### src/rtl/fcpu_pkg.sv
// Shared widths for the fcpu core: reservation ID, datapath and register address.
package fcpu_pkg;
  localparam int RSV_ID_W   = 4;
  localparam int DATA_W     = 16;
  localparam int REG_ADDR_W = 4;
endpackage

### src/rtl/dispatch_rename_ctrl.sv
// Dispatch/commit sequencer in front of the rename register file: ID allocation, ROB occupancy,
// fence serialisation and branch-miss flush. Optional DISPATCH_RENAME_CTRL_STALL_CNT_EN adds stall_cnt.
module dispatch_rename_ctrl
  import fcpu_pkg::*;
#(
  parameter int ROB_DEPTH = 15  // must not exceed 2**RSV_ID_W-1 so live IDs stay unique
) (
  input  logic                               clk,
  input  logic                               nrst,
  input  logic                               disp_valid,
  output logic                               disp_ready,
  input  logic                               disp_has_dst,
  input  logic [REG_ADDR_W-1:0]              disp_dst,
  input  logic                               disp_fence,
  output logic [RSV_ID_W-1:0]                disp_id,
  output logic                               rsv,
  output logic [RSV_ID_W-1:0]                rob_id,
  output logic [REG_ADDR_W-1:0]              rsv_addr,
  input  logic                               cmt_valid,
  input  logic                               cmt_dst_en,
  input  logic [REG_ADDR_W-1:0]              cmt_dst,
  input  logic [DATA_W-1:0]                  cmt_data,
  output logic                               we,
  output logic [DATA_W+RSV_ID_W-1:0]         wrData,
  input  logic                               branch_miss_in,
  output logic                               branch_miss,
  output logic [$clog2(ROB_DEPTH+1)-1:0]     inflight,
  output logic [1:0]                         state,
`ifdef DISPATCH_RENAME_CTRL_STALL_CNT_EN
  output logic [15:0]                        stall_cnt,
`endif
  output logic                               cmt_err
);

  localparam int CNT_W = $clog2(ROB_DEPTH+1);

  typedef enum logic [1:0] {
    RUN        = 2'd0,
    FENCE_WAIT = 2'd1,
    FLUSH      = 2'd2
  } state_e;

  state_e              state_q;
  logic [RSV_ID_W-1:0] next_id_q, next_id_d;
  logic [CNT_W-1:0]    inflight_q, inflight_d;
  logic                cmt_err_q;

  logic                fire;
  logic                cmt_acc;
  logic                not_empty;
  logic                room;
  logic [RSV_ID_W-1:0] cmt_dst_ext;

  // ID 0 means "no reservation" in the regfile, so the sequence wraps to 1.
  function automatic logic [RSV_ID_W-1:0] id_incr(input logic [RSV_ID_W-1:0] id);
    if (id == '1) return RSV_ID_W'(1);
    return id + RSV_ID_W'(1);
  endfunction

  assign not_empty = (inflight_q != '0);
  assign room      = (inflight_q < CNT_W'(ROB_DEPTH));

  // Ready looks only at registered occupancy; a same-cycle commit frees space next cycle.
  always_comb begin
    disp_ready = 1'b0;
    if (nrst && state_q == RUN)
      disp_ready = room & ~branch_miss_in & ~(disp_fence & not_empty);
  end

  assign fire    = disp_valid & disp_ready;
  assign cmt_acc = nrst & cmt_valid & not_empty;

  assign rsv         = fire & disp_has_dst;
  assign disp_id     = nrst ? next_id_q : '0;
  assign rob_id      = nrst ? next_id_q : '0;
  assign rsv_addr    = nrst ? disp_dst : '0;
  assign cmt_dst_ext = RSV_ID_W'(cmt_dst);
  assign we          = cmt_acc & cmt_dst_en;
  assign wrData      = nrst ? {cmt_dst_ext, cmt_data} : '0;
  assign branch_miss = nrst & branch_miss_in;

  assign inflight = inflight_q;
  assign state    = state_q;
  assign cmt_err  = cmt_err_q;

  // A flush discards every younger entry; the committing one is older and still retires.
  always_comb begin
    inflight_d = inflight_q + CNT_W'(fire) - CNT_W'(cmt_acc);
    if (branch_miss_in) inflight_d = '0;
    next_id_d = fire ? id_incr(next_id_q) : next_id_q;
  end

  always_ff @(posedge clk or negedge nrst) begin
    if (!nrst) begin
      state_q    <= RUN;
      inflight_q <= '0;
      next_id_q  <= RSV_ID_W'(1);
      cmt_err_q  <= 1'b0;
    end else begin
      inflight_q <= inflight_d;
      next_id_q  <= next_id_d;
      if (cmt_valid && !not_empty) cmt_err_q <= 1'b1;
      if (branch_miss_in) begin
        state_q <= FLUSH;
      end else begin
        case (state_q)
          RUN:        if (disp_valid && disp_fence && not_empty) state_q <= FENCE_WAIT;
          FENCE_WAIT: if (!not_empty) state_q <= RUN;
          FLUSH:      state_q <= RUN;
          default:    state_q <= RUN;
        endcase
      end
    end
  end

`ifdef DISPATCH_RENAME_CTRL_STALL_CNT_EN
  logic [15:0] stall_cnt_q;

  always_ff @(posedge clk or negedge nrst) begin
    if (!nrst) begin
      stall_cnt_q <= '0;
    end else if (disp_valid && !disp_ready && stall_cnt_q != 16'hFFFF) begin
      stall_cnt_q <= stall_cnt_q + 16'd1;
    end
  end

  assign stall_cnt = stall_cnt_q;
`endif

endmodule

### config.mk
export PLATFORM = sky130hd
export DESIGN_NAME = dispatch_rename_ctrl
export DESIGN_NICKNAME = d
export VERILOG_FILES = /design/src/rtl/fcpu_pkg.sv /design/src/rtl/dispatch_rename_ctrl.sv
export SDC_FILE = /design/constraint.sdc
export NUM_CORES = 1
export LEC_CHECK = 0
export ABC_AREA = 1
export ABC_CLOCK_PERIOD_IN_PS = 2610
export CORE_MARGIN = 2
export CORE_UTILIZATION = 30
export CTS_CLUSTER_DIAMETER = 50
export DETAILED_ROUTE_END_ITERATION = 8
export DONT_BUFFER_PORTS = 1
export PLACE_DENSITY = 0.41
export SYNTH_ARGS = -nofsm -noshare
export SYNTH_HDL_FRONTEND = slang
export SYNTH_SLANG_ARGS = --single-unit
### constraint.sdc
create_clock -name clk -period 2.61 [get_ports clk]
set_input_delay 0.1305 -clock clk [delete_from_list [all_inputs] [get_ports clk]]
set_output_delay 0.1305 -clock clk [all_outputs]
set_load 0.02 [all_outputs]
# Yosys cells after proc, flatten, opt, wreduce, memory -nomap -nowiden
# Index checks and enable logic that the tools add are counted.
classes:
  add_sub_neg: 3
  order_cmp: 1
  eq_ne: 4
  muxes: 12
  bitwise_logic: 11
  reduce_logical: 8
op_table:
  columns: ["operator", "count"]
  rows:
  - ["$mux 20", 1]
  - ["$mux 4", 5]
  - ["$and 1x1->1", 9]
  - ["$mux 2", 3]
  - ["$add 4x1->4", 1]
  - ["$add 4x1->4 const B", 1]
  - ["$eq 4x4->1 const B", 1]
  - ["$logic_and 1x1->1", 4]
  - ["$lt 4x4->1 const B", 1]
  - ["$pmux 2 s2", 1]
  - ["$reduce_bool 4->1", 1]
  - ["$sub 4x1->4", 1]
  - ["$ne 3x2->1 const B", 1]
  - ["$ne 3x3->1 const B", 1]
  - ["$eq 2x1->1 const B", 1]
  - ["$logic_not 2->1", 1]
  - ["$mux 1", 2]
  - ["$not 1->1", 2]
  - ["$reduce_and 2->1", 1]
  - ["$logic_not 1->1", 1]
totals:
  register_bits: 11
  inputBits: 32
  out_inout_bits: 43
  wordCells: 43

# Depth between registers and ports, before layout
logic_depth:
  depth_word: 9
  depth_mapped: 13
  mapped_depth_nobuf: 13

# Worst setup path after synthesis
# No wires, ideal clock.
synth_path:
  path_type: "flip-flop to flip-flop"
  start: "register inflight_q[2] (netlist: inflight[2])"
  end: "register inflight_q[2] (netlist: inflight[2])"
  setup_time_ps: 123
  t_arrival_ps: 2123
  required_time_ps: 2487
  path_slack_ps: 363
  stages_incl_launch_ff: 12
  n_path_buf: 0
  cell_sequence: "dfrtp_1 -> ha_1 -> nand3_1 -> nand2_1 -> inv_2 -> nand4_4 -> ha_1 -> inv_1 -> ha_1 -> fa_1 -> o21ai_0 -> a21oi_1"
synth_via:
  elab_chain_cells: 9
  word_cells_on_any_way: 12
  cone_classes: "2 x add/sub; 1 x order compare; 2 x mux; 6 x bitwise; 1 x reduce/logical"
synth_lines:
  columns: ["element", "line_no", "source"]
  rows:
  - ["start: declaration", "dispatch_rename_ctrl.sv:45", "logic [CNT_W-1:0] inflight_q, inflight_d;"]
  - ["start signal: assignment", "dispatch_rename_ctrl.sv:100", "inflight_q <= inflight_d;"]
  - ["branches (longest 7 deep; another with $lt 4x4->1)", null, null]
  - ["$sub 4x1->4 (*)", "dispatch_rename_ctrl.sv:88", "inflight_d = inflight_q + CNT_W'(fire) - CNT_W'(cmt_acc);"]
  - ["$mux 4 (*)", "dispatch_rename_ctrl.sv:89", "if (branch_miss_in) inflight_d = '0;"]
  - ["named net inflight_d[2]", "dispatch_rename_ctrl.sv:45", null]
# Mark *: on every way through the listed nets, which the timed path passes.
# A chain may end at the register's enable or synchronous reset.

# Final worst setup path
# Same ends and word-level chain as after synthesis.

==> flow_summary.ini <==
[pwr]
p_total_mw = 0.846
p_clk_share_pct = 14.2
internal_power_mw = 0.420
p_sw_share_pct = 50.4
power_density_nw_per_um2 = 808
p_comb_share_pct = 47.7
power_leakage_nw = 0.694
power_frac_seq_pct = 38.1
p_sw_mw = 0.427
ir_worst_vdd_mv = 0.265

[cts]
cts_root_buffer = clkbuf_4
cts_setup_buffers = 0
clock_path_buffers = 2
cts.sinks = 11
numCtsBuffers = 3
clock_latency_ns = 0.27
cts_tree = built
cts_max_level = 1
clkTransAtPathRegs_ns = 0.07
holdBufCountCts = 3
ctsResizeCount = 0

[setup_path]
slowest_delay_ns = 0.47
critPathBufInv = 2
end_kind = register
crit_chain = ha_1 > nand3_1 > nand2_1 > inv_2 > nand4_4 > ha_1 > inv_1 > ha_1 > fa_1 > o21ai_0 > a21oi_1
path_class = register to register
crit_top_cell = ha_1
crit_family = adder cells
worstPathArrival_ns = 2.55
slowest_stage = dfrtp_1
critPathLaunchType = register
required_ns = 2.76
worstPathMaxFanout = 6

[synthesis]
ys_ff_latch = 11
yosysWarnings = 0
seq_area_frac_synth_pct = 28.4
synth.avg_cell_area_um2 = 6.61
synthCells = 147
synth.distinct_cells = 25
syn_nets = 187
synth_area_um2 = 972

[floorplan]
ios = 75
dieArea_um2 = 3710
placementRows = 20
die_width_um = 60.9
core-area_um2 = 3080
fp.dieH_um = 60.9
start_util_pct = 31.6

[timing]
rsz0062_at_grt = false
slew_headroom_pct = 55.2
fin_skew_ns = 0.00337
fin_crit_sh_pct = 91.9
slew_violations = 0
layout_setup_ws_ns = 0.210
period_needed_ns = 2.40
setup_tns_ns = 0
fmax_ghz = 0.417
hold_ws_ns = 0.0151
final-setup-viol-count = 0
worst_pin_slew_ns = 0.671
hold_viol = 0

[grt]
first_global_vias = 739
antenna_found_initial = 0
grt_max_degree = 33
grt.total_usage_pct = 12.6
grt_pass1_wl_um = 3310
grt_overflow = 0

[finish]
syn2layout_area_growth_pct = 7.72
n_antenna_cell = 0
layout_common_cells = nand2_1, inv_1, dfrtp_1
final_nets = 188
final_common_cell = nand2_1
drive_gt1_share_pct = 10.2
final.fill_count = 330
fin_util_pct = 34.0

[route]
drt_iter0_drc = 28
num_vias = 850
wire_per_inst_um = 11.5
ant_nets = 0
drc_errors = 0
drtPass1Iterations = 3
viasPerCell = 4.45
wl_um = 2210

[placed_design]
preCtsSetupSlack_ns = 0.211
dp_hpwl_um = 1630
portBuffers = 0
routabilityCongestion = 0.728

[hold_path]
holdCritPathClass = input port to register

[outcome]
status = finished clean

[job]
maxCapViolations = 0
## worst reg2reg max path, cell delays in order (launching register included)
cell and delay [ns]:
dfrtp_1 0.47, ha_1 0.24, nand3_1 0.08, nand2_1 0.12, inv_2 0.12, nand4_4 0.12
ha_1 0.30, inv_1 0.04, ha_1 0.19, fa_1 0.38, o21ai_0 0.16, a21oi_1 0.06
## power by group through the flow
stage          Sequential, mW  Clock, mW  Combinational (mW)
2_1_floorplan           0.309          0               0.365
3_3_place_gp            0.326          0               0.399
3_5_place_dp            0.327          0               0.396
4_1_cts                 0.324      0.129               0.408
5_1_grt                 0.336      0.139               0.467
6_report                0.322      0.120               0.404
## kinds of logic (layout without fill, tap and decap cells)
kind of cell | count (synthesis) | in the layout | synth area share (%)
AOI/OAI and AO/OA | 6 | 6 | 3.73
xor gates and xnor gates | 1 | 1 | 0.901
adders and majority gates | 8 | 8 | 11.1
buffers and inverters | 49 | 49 | 20.6
DFF | 11 | 11 | 28.4
and+or+nand+nor | 72 | 72 | 35.3
## path summary, 6_finish.rpt
| kind | from | to | slack, ns | depth (start not counted) |
|---|---|---|---|---|
| min reg2reg | next_id_q[0] | next_id_q[0] | 0.50 | 2 |
| min in group asynchronous | nrst | next_id_q[1] | 0.29 | 1 |
| min | branch_miss_in | inflight[3] | 0.02 | 3 |
| max in group asynchronous | nrst | next_id_q[0] | 1.96 | 1 |
| max reg2reg | inflight[2] | inflight[2] | 0.21 | 11 |
| max | inflight[2] | inflight[2] | 0.21 | 11 |
## final cells by class
cell class                      count  area (µm²)  share of cell area [%]
Multi-Input combinational cell     87         495                    47.3
Tap cell                           44        55.1                    5.26
Clock buffer                        4        26.3                    2.51
Sequential cell                    11         277                    26.4
Inverter                           41         154                    14.7
Timing Repair Buffer                4        40.0                    3.82
## sequential cells by signal, indices dropped and copies added, names as in the netlist
name       flops
next_id_q      4
inflight       4
cmt_err        1
state          2
## Yosys cell counts, drive strengths merged
master	count	area, µm²
and2	1	6.26
dfstp	1	26.3
a21oi	3	18.8
xor2	1	8.76
nand2	48	200
inv	41	154
nand4	5	46.3
fa	1	20.0
clkbuf	3	11.3
buf	5	35.0
nand3	7	35.0
o21ai	2	10.0
dfrtp	10	250
nor2	10	47.6
ha	7	87.6
nor3b	1	7.51
o21bai	1	7.51
## through the flow
stage	area [µm²]	cells
after floorplan	972	147
after global placement	981	183
after detailed placement	981	183
after CTS	1040	190
after global routing	1050	191
final	1050	191
## routing by layer
layer,routed length (µm),track usage (%),up-vias
li1,-,-,426
met1,966,14.9,361
met2,1030,20.7,61
met3,178,2.99,2
met4,28,7.45,0
met5,0,0,-
(Power assumes the default switching activity.)
